===== config.mk =====
export PLATFORM = sky130hd
export DESIGN_NAME = seq_divider_32
export DESIGN_NICKNAME = d
export VERILOG_FILES = /design/src/rtl/seq_divider_32.sv
export SDC_FILE = /design/constraint.sdc
export NUM_CORES = 1
export LEC_CHECK = 0
export CAP_MARGIN = 20
export CORE_MARGIN = 3
export CORE_UTILIZATION = 50
export CTS_CLUSTER_DIAMETER = 80
export DETAILED_ROUTE_END_ITERATION = 16
export PLACE_DENSITY_LB_ADDON = 0.3
export SYNTH_ARGS = -nofsm -noshare
export SYNTH_HDL_FRONTEND = slang
export SYNTH_SLANG_ARGS = --single-unit

===== constraint.sdc =====
create_clock -name clk -period 4.5 [get_ports clk]
set_input_delay 0.45 -clock clk [delete_from_list [all_inputs] [get_ports clk]]
set_output_delay 0.45 -clock clk [all_outputs]
set_load 0.1 [all_outputs]

===== src/rtl/seq_divider_32.sv =====
// Multi-cycle unsigned restoring divider: one quotient bit per clock through a
// single WIDTH+1-bit trial subtractor, with a start/busy/done handshake.
module seq_divider_32 #(
    parameter int WIDTH = 32
) (
    input  logic             clk,
    input  logic             rst_n,
    input  logic             start,
    input  logic [WIDTH-1:0] A,
    input  logic [WIDTH-1:0] B,
    output logic [WIDTH-1:0] Q,
    output logic [WIDTH-1:0] R,
    output logic             busy,
    output logic             done,
    output logic             DivZero
);

    localparam int CW = $clog2(WIDTH + 1);
    localparam logic [CW-1:0] CNT_INIT = CW'(WIDTH);

    typedef enum logic [1:0] {IDLE, RUN, DONE} state_t;

    state_t           state_q, state_d;
    logic [WIDTH-1:0] sreg_q, sreg_d;
    logic [WIDTH-1:0] rem_q, rem_d;
    logic [WIDTH-1:0] dvs_q, dvs_d;
    logic [CW-1:0]    cnt_q, cnt_d;
    logic [WIDTH-1:0] q_q, q_d;
    logic [WIDTH-1:0] r_q, r_d;
    logic             dz_q, dz_d;
    logic             busy_q, busy_d;
    logic             done_q, done_d;

    logic [WIDTH:0]   shifted;
    logic [WIDTH:0]   diff;
    logic             carry;
    logic             take;

    assign shifted = {rem_q, sreg_q[WIDTH-1]};
    assign {carry, diff} = {1'b0, shifted} + {1'b0, ~{1'b0, dvs_q}} + {{(WIDTH+1){1'b0}}, 1'b1};
    // diff[WIDTH] is always 0 when carry is set, so this equals carry alone.
    assign take = carry & ~diff[WIDTH];

    always_comb begin
        state_d = state_q;
        sreg_d  = sreg_q;
        rem_d   = rem_q;
        dvs_d   = dvs_q;
        cnt_d   = cnt_q;
        q_d     = q_q;
        r_d     = r_q;
        dz_d    = dz_q;
        busy_d  = 1'b0;
        done_d  = 1'b0;

        case (state_q)
            IDLE: begin
                if (start) begin
                    if (B != '0) begin
                        sreg_d  = A;
                        dvs_d   = B;
                        rem_d   = '0;
                        cnt_d   = CNT_INIT;
                        busy_d  = 1'b1;
                        state_d = RUN;
                    end else begin
                        q_d     = '1;
                        r_d     = A;
                        dz_d    = 1'b1;
                        done_d  = 1'b1;
                        state_d = DONE;
                    end
                end
            end
            RUN: begin
                rem_d  = take ? diff[WIDTH-1:0] : shifted[WIDTH-1:0];
                sreg_d = {sreg_q[WIDTH-2:0], take};
                cnt_d  = cnt_q - CW'(1);
                if (cnt_d == '0) begin
                    q_d     = sreg_d;
                    r_d     = rem_d;
                    dz_d    = 1'b0;
                    done_d  = 1'b1;
                    state_d = DONE;
                end else begin
                    busy_d  = 1'b1;
                end
            end
            DONE: begin
                state_d = IDLE;
            end
            default: begin
                state_d = IDLE;
            end
        endcase
    end

    always_ff @(posedge clk or negedge rst_n) begin
        if (!rst_n) begin
            state_q <= IDLE;
            sreg_q  <= '0;
            rem_q   <= '0;
            dvs_q   <= '0;
            cnt_q   <= '0;
            q_q     <= '0;
            r_q     <= '0;
            dz_q    <= 1'b0;
            busy_q  <= 1'b0;
            done_q  <= 1'b0;
        end else begin
            state_q <= state_d;
            sreg_q  <= sreg_d;
            rem_q   <= rem_d;
            dvs_q   <= dvs_d;
            cnt_q   <= cnt_d;
            q_q     <= q_d;
            r_q     <= r_d;
            dz_q    <= dz_d;
            busy_q  <= busy_d;
            done_q  <= done_d;
        end
    end

    assign Q       = q_q;
    assign R       = r_q;
    assign DivZero = dz_q;
    assign busy    = busy_q;
    assign done    = done_q;

endmodule


==> flow_summary.toml, run 1 <==
[floorplan]
num_rows = 48
io_pins = 134
coreArea_um2 = 17360
start_util_pct = 51.17
die_area_um2 = 19400
die_w_um = 139.3
fp.dieH_um = 139.3

[yosys]
netlist.area_leader.share_pct = 48.18
synth_cell_types = 67
synthArstFlopShare_pct = 100.0
yosysTopAreaCell = "dfrtp_1"
yosys_warnings = 0
yosysMostFrequentCell = "dfrtp_1"
syn_area_um2 = 8881
synthTopCellsByArea = "dfrtp_1 48%, nand2_1 5.7%, ha_1 4.8%"
netlist_instances = 903
ys_dominant_reg_cell = "dfrtp_1"
ys_seq_elements = 171
synth_fp_nets = 1005
seq_area_frac_synth_pct = 48.18
avgSynthCellArea_um2 = 9.835
synth_edf_count = 0
ys_top_cells_by_count = "171 x dfrtp_1, 134 x nand2_1, 57 x nor2_1"

[cts]
clock-sinks = 171
clock-root-buffer = "clkbuf_16"
cts_max_path_buffers = 2
ctsHoldBuffers = 0
clock_latency_ns = 0.43
cts_setup_buffers = 0
cts_htree_levels = 4
cts_tree = "done"
clk_pin_slew_ns = 0.07
cts_buffers = 17
cts_resized = 0

[timing]
finalSetupViolCount = 0
whs_ns = 0.09111
max_freq_mhz = 272.3
period_minus_slack_ns = 3.672
tightest_slew_ns = 1.006
skew_ns = 0.006618
maxSlewViolCount = 0
rsz0062_at_grt = "no"
min_period_over_period_pct = 81.60
hold_viol = 0
fin_setup_tns_ns = 0
slew_headroom_pct = 32.71

[global_route]
grt_overflow = 0
grt_pass1_wl_um = 37550
grt_max_degree = 98
grt_util_all_layers_pct = 23.86
grt_pass1_vias = 6981
antenna_found_initial = 0

[critical_path]
crit_fanout = 38
path_cells = "inv_1 -> ha_1 -> inv_1 -> fa_1 -> a211oi_1 -> o211ai_1 -> a41o_1 -> o22a_1 -> a31o_1 -> xor2_1 -> o31ai_4 -> buf_12 -> mux2i_1 -> o21ai_0"
crit_buf_inv = 3
worstSetupPathType = "reg2reg"
critPathLaunchType = "register"
cp_top_family = "compound AO/OA/AOI/OAI gates"
timing.rr.start = "sreg_q[31]$_DFFE_PN0P_"
r2r-end = "rem_q[11]$_DFFE_PN0P_"
slowest_stage = "fa_1"
startpoint = "sreg_q[31]$_DFFE_PN0P_"
worstPathRequired_ns = 4.77
cp-end-kind = "register"
r2r_cells = 14
path_depth = 14
arrival_ns = 3.95
path_common_cell = "inv_1"
slowest_delay_ns = 0.43
r2r_setup_slack_ns = 0.83
endpoint = "rem_q[11]$_DFFE_PN0P_"

[final_layout]
drive_gt1_share_pct = 9.348
diodes = 0
syn2layout_area_growth_pct = 24.39
final_net_count = 1116
fin_area_um2 = 11050

[detailed_routing]
dr.pass1.iters = 5
ant_nets = 0
num_vias = 7374
drt_iter0_drc = 681
drt-wirelength-per-cell_um = 18.31
drc = 0
finalWirelength_um = 22920
viasPerCell = 5.890

[placement]
portBuffers = 133
place_area_um2 = 10410
place_congestion = 0.8800
dp_hpwl_um = 16300

[job]
max_cap_viol_count = 0

[hold_path]
hold_path_class = "in2async"

[status]
status = "finished, final reports clean"
-- area by class of cell --
class                      count  area, µm²
fill                        1424       6310
sequential                   171       4279
multi-input combinational    633       4220
timing repair buffer         146       1455
clock buffer                  17      425.4
tap                          225      281.5
clock inverter                15      216.5
inverter                      45      168.9
-- layer usage --
layer / global-route usage (%) / vias to the layer above / wire, µm
met3: 5.567 / 30 / 1629
li1: - / 3460 / -
met4: 6.076 / 0 / 393
met1: 36.38 / 3608 / 10900
met2: 34.55 / 276 / 9997
met5: 0 / - / 0
-- through the flow --
step	worst slack [ns]	std cells	util, %
2_1_floorplan	1.305	903	-
3_3_place_gp	0.9668	1220	59.95
3_5_place_dp	0.9026	1220	59.95
4_1_cts	0.8622	1252	63.65
5_1_grt	0.6067	1252	63.65
6_report	0.8280	1252	63.65
-- sequential cells by signal, summed over array words and instances (netlist names) --
register,cells
dvs_q,32
R,32
done,1
cnt_q,6
DivZero,1
state_q,2
sreg_q,32
rem_q,32
Q,32
busy,1
-- worst register-to-register path, cell delays in order, from the launching register on --
cell	delay, ns
dfrtp_1	0.37
inv_1	0.07
ha_1	0.18
inv_1	0.06
fa_1	0.43
a211oi_1	0.34
o211ai_1	0.15
a41o_1	0.33
o22a_1	0.29
a31o_1	0.24
xor2_1	0.17
o31ai_4	0.09
buf_12	0.29
mux2i_1	0.37
o21ai_0	0.12
-- cell usage in the layout (no fill, tap or decap), types with 3 or more instances in the layout --
cell type	n
clkbuf_16	17
clkdlybuf4s50_1	132
ha_1	34
dfrtp_1	171
bufinv_16	4
nor4_1	9
xor2_1	12
nand2_1	133
mux2_2	32
o221ai_1	5
a22oi_1	21
nand3_1	5
inv_6	3
a21o_1	12
o21ai_1	25
inv_1	44
or3_1	4
mux2i_1	28
nand2b_1	5
xnor2_1	19
o22a_1	32
nand4_1	9
nor2_1	56
buf_4	11
a211oi_1	3
o21a_1	6
a31oi_1	37
a21oi_1	41
o21ai_0	53
o211ai_1	4
-- kinds of logic after synthesis --
| group | count (synthesis) | share of synthesized area, % |
|---|---|---|
| DFF | 171 | 48.18 |
| xor gates and xnor gates | 31 | 3.057 |
| muxes | 61 | 7.382 |
| buffers and inverters | 99 | 4.607 |
| and+or+nand+nor | 240 | 11.79 |
| adders and majority gates | 35 | 5.016 |
| AOI/OAI and AO/OA | 266 | 19.96 |
-- how the worst min path moves through the flow --
stage | start | to | slack [ns] | cells after the start
after floorplan | rst_n | DivZero$_DFFE_PN0P_ | 0.15 | 0
after global placement | dvs_q[11]$_DFFE_PN0P_ | dvs_q[11]$_DFFE_PN0P_ | 0.49 | 1
after detailed placement | dvs_q[3]$_DFFE_PN0P_ | dvs_q[3]$_DFFE_PN0P_ | 0.49 | 1
after CTS | rst_n | done$_DFF_PN0_ | 0.15 | 1
after global routing | rst_n | Q[29]$_DFFE_PN0P_ | 0.20 | 1
final | rst_n | Q[29]$_DFFE_PN0P_ | 0.09 | 1
Power of run 1 is left out: the tool's default activity adds up to more than one toggle a clock period on the data nets, which glitch-free logic cannot reach.
==> run 2, diff against run 1 <==
--- a/config.mk
+++ b/config.mk
@@ -7,7 +7,7 @@
 export LEC_CHECK = 0
 export CAP_MARGIN = 20
 export CORE_MARGIN = 3
-export CORE_UTILIZATION = 50
+export CORE_UTILIZATION = 49
 export CTS_CLUSTER_DIAMETER = 80
 export DETAILED_ROUTE_END_ITERATION = 16
 export PLACE_DENSITY_LB_ADDON = 0.3
==> constraint.sdc (replaced) <==
create_clock -name clk -period 3.14 [get_ports clk]
set_input_delay 0.314 -clock clk [delete_from_list [all_inputs] [get_ports clk]]
set_output_delay 0.314 -clock clk [all_outputs]
set_load 0.1 [all_outputs]
==> flow_summary.toml, run 2 (synthesized netlist as in run 1, its figures left out) <==
[floorplan]
die_area_um2 = 19780
num_rows = 48
die_w_um = 140.6
fp.dieH_um = 140.6
coreArea_um2 = 17540
start_util_pct = 50.64
io_pins = 134

[cts]
clock-root-buffer = "clkbuf_16"
cts_buffers = 17
cts_tree = "done"
clk_pin_slew_ns = 0.07
clock_latency_ns = 0.43
cts_max_path_buffers = 2
cts_htree_levels = 4
clock-sinks = 171

[critical_path]
r2r_cells = 14
worstSetupPathType = "reg2reg"
cp-end-kind = "register"
arrival_ns = 3.59
worstPathRequired_ns = 3.42
r2r_setup_slack_ns = -0.17
r2r-end = "R[1]$_DFFE_PN0P_"
timing.rr.start = "sreg_q[31]$_DFFE_PN0P_"
critPathLaunchType = "register"
crit_fanout = 7

[status]
violations = "negative setup slack"
status = "finished with violations"

[global_route]
grt.met1_usage_pct = 36.39
gr-usage-met3_pct = 4.274
grt_pass1_vias = 7441
grt_max_degree = 81
grt_pass1_wl_um = 39560
grt-busiest-layer = "met2"
antenna_found_initial = 0
grt_util_all_layers_pct = 25.13
grt_overflow = 0
use_met2_pct = 39.31

[detailed_routing]
dr.pass1.iters = 5
viasPerCell = 5.846
drc = 0
num_vias = 7804
drt-wirelength-per-cell_um = 18.78
ant_nets = 0
finalWirelength_um = 25070
drt_iter0_drc = 541

[placement]
place_congestion = 0.9028
dp_hpwl_um = 17680
pre_cts_ws_ns = -0.2184
portBuffers = 133
place_area_um2 = 10940

[final_layout]
fin_area_um2 = 12000
final_net_count = 1199
layout_common_cells = "171 x dfrtp_1, 133 x nand2_1, 127 x clkdlybuf4s50_1"
syn2layout_area_growth_pct = 35.11
drive_gt1_share_pct = 20.09
final_common_cell = "dfrtp_1"
final_core_util_pct = 68.42
diodes = 0

[timing]
rsz0062_at_grt = "yes"
whs_ns = 0.4686
finalSetupViolCount = 64
maxSlewViolCount = 0
period_minus_slack_ns = 3.313
slew_headroom_pct = 32.94
skew_ns = 0.009381
hold_viol = 0
worst_slack_ns = -0.1731
tightest_slew_ns = 1.003
min_period_over_period_pct = 105.5
max_freq_mhz = 301.8

[hold_path]
hold_path_class = "in2async"

[job]
max_cap_viol_count = 0
[run 2: cell types whose count changed in the layout (fill, tap and decap cells not counted), sizes merged, moves of 2 or more]
cell           change
bufinv             -3
buf               +86
clkinv             +2
clkdlybuf4s50      -5
[run 2: how the worst max path moves through the flow]
stage,from,end
after global placement,sreg_q[31]$_DFFE_PN0P_,R[30]$_DFFE_PN0P_
after CTS,rem_q[0]$_DFFE_PN0P_,rem_q[28]$_DFFE_PN0P_
after global routing,sreg_q[31]$_DFFE_PN0P_,R[1]$_DFFE_PN0P_
final,sreg_q[31]$_DFFE_PN0P_,R[1]$_DFFE_PN0P_
after floorplan,sreg_q[31]$_DFFE_PN0P_,R[9]$_DFFE_PN0P_
after detailed placement,sreg_q[31]$_DFFE_PN0P_,R[15]$_DFFE_PN0P_
[run 2: critical path, cell delays in order, from the launching register on]
cell      delay, ns
dfrtp_1        0.40
inv_2          0.09
ha_4           0.14
inv_2          0.04
fa_2           0.36
a211oi_2       0.28
o211ai_1       0.14
a41o_1         0.24
o22a_1         0.23
a31o_1         0.21
xor2_2         0.17
o31ai_4        0.20
buf_12         0.26
mux2i_4        0.26
o221ai_1       0.14
[run 2: area by class of cell]
type                       instances  area, µm²
fill                            1346       5538
clock inverter                    14      136.4
sequential                       171       4279
clock buffer                      18      429.2
timing repair buffer             228       2155
inverter                          45      168.9
tap                              225      281.5
multi-input combinational        634       4549
[run 2: metrics by stage]
stage                     instances  setup TNS [ns]
after global placement         1284          -4.352
after CTS                      1331         -0.7673
final                          1335          -4.098
after floorplan                 903               0
after detailed placement       1284          -8.115
after global routing           1335          -10.69
[run 2: what timing repair did]
item	CTS	global route
setup endpoints to repair	66	66
buffers inserted	12	4
hold buffers	1	0
gates resized for setup	43	44
gates cloned	2	0
pin swaps	11	10
hold endpoints to repair	77	0
[run 2: routing by layer]
metal  routed length (µm)  part of all wire (%)
met3                 1626                   6.5
met5                    0                     0
met4                  501                   2.0
met2                11770                    47
met1                11180                    45
Power of run 2 is left out for the same reason.
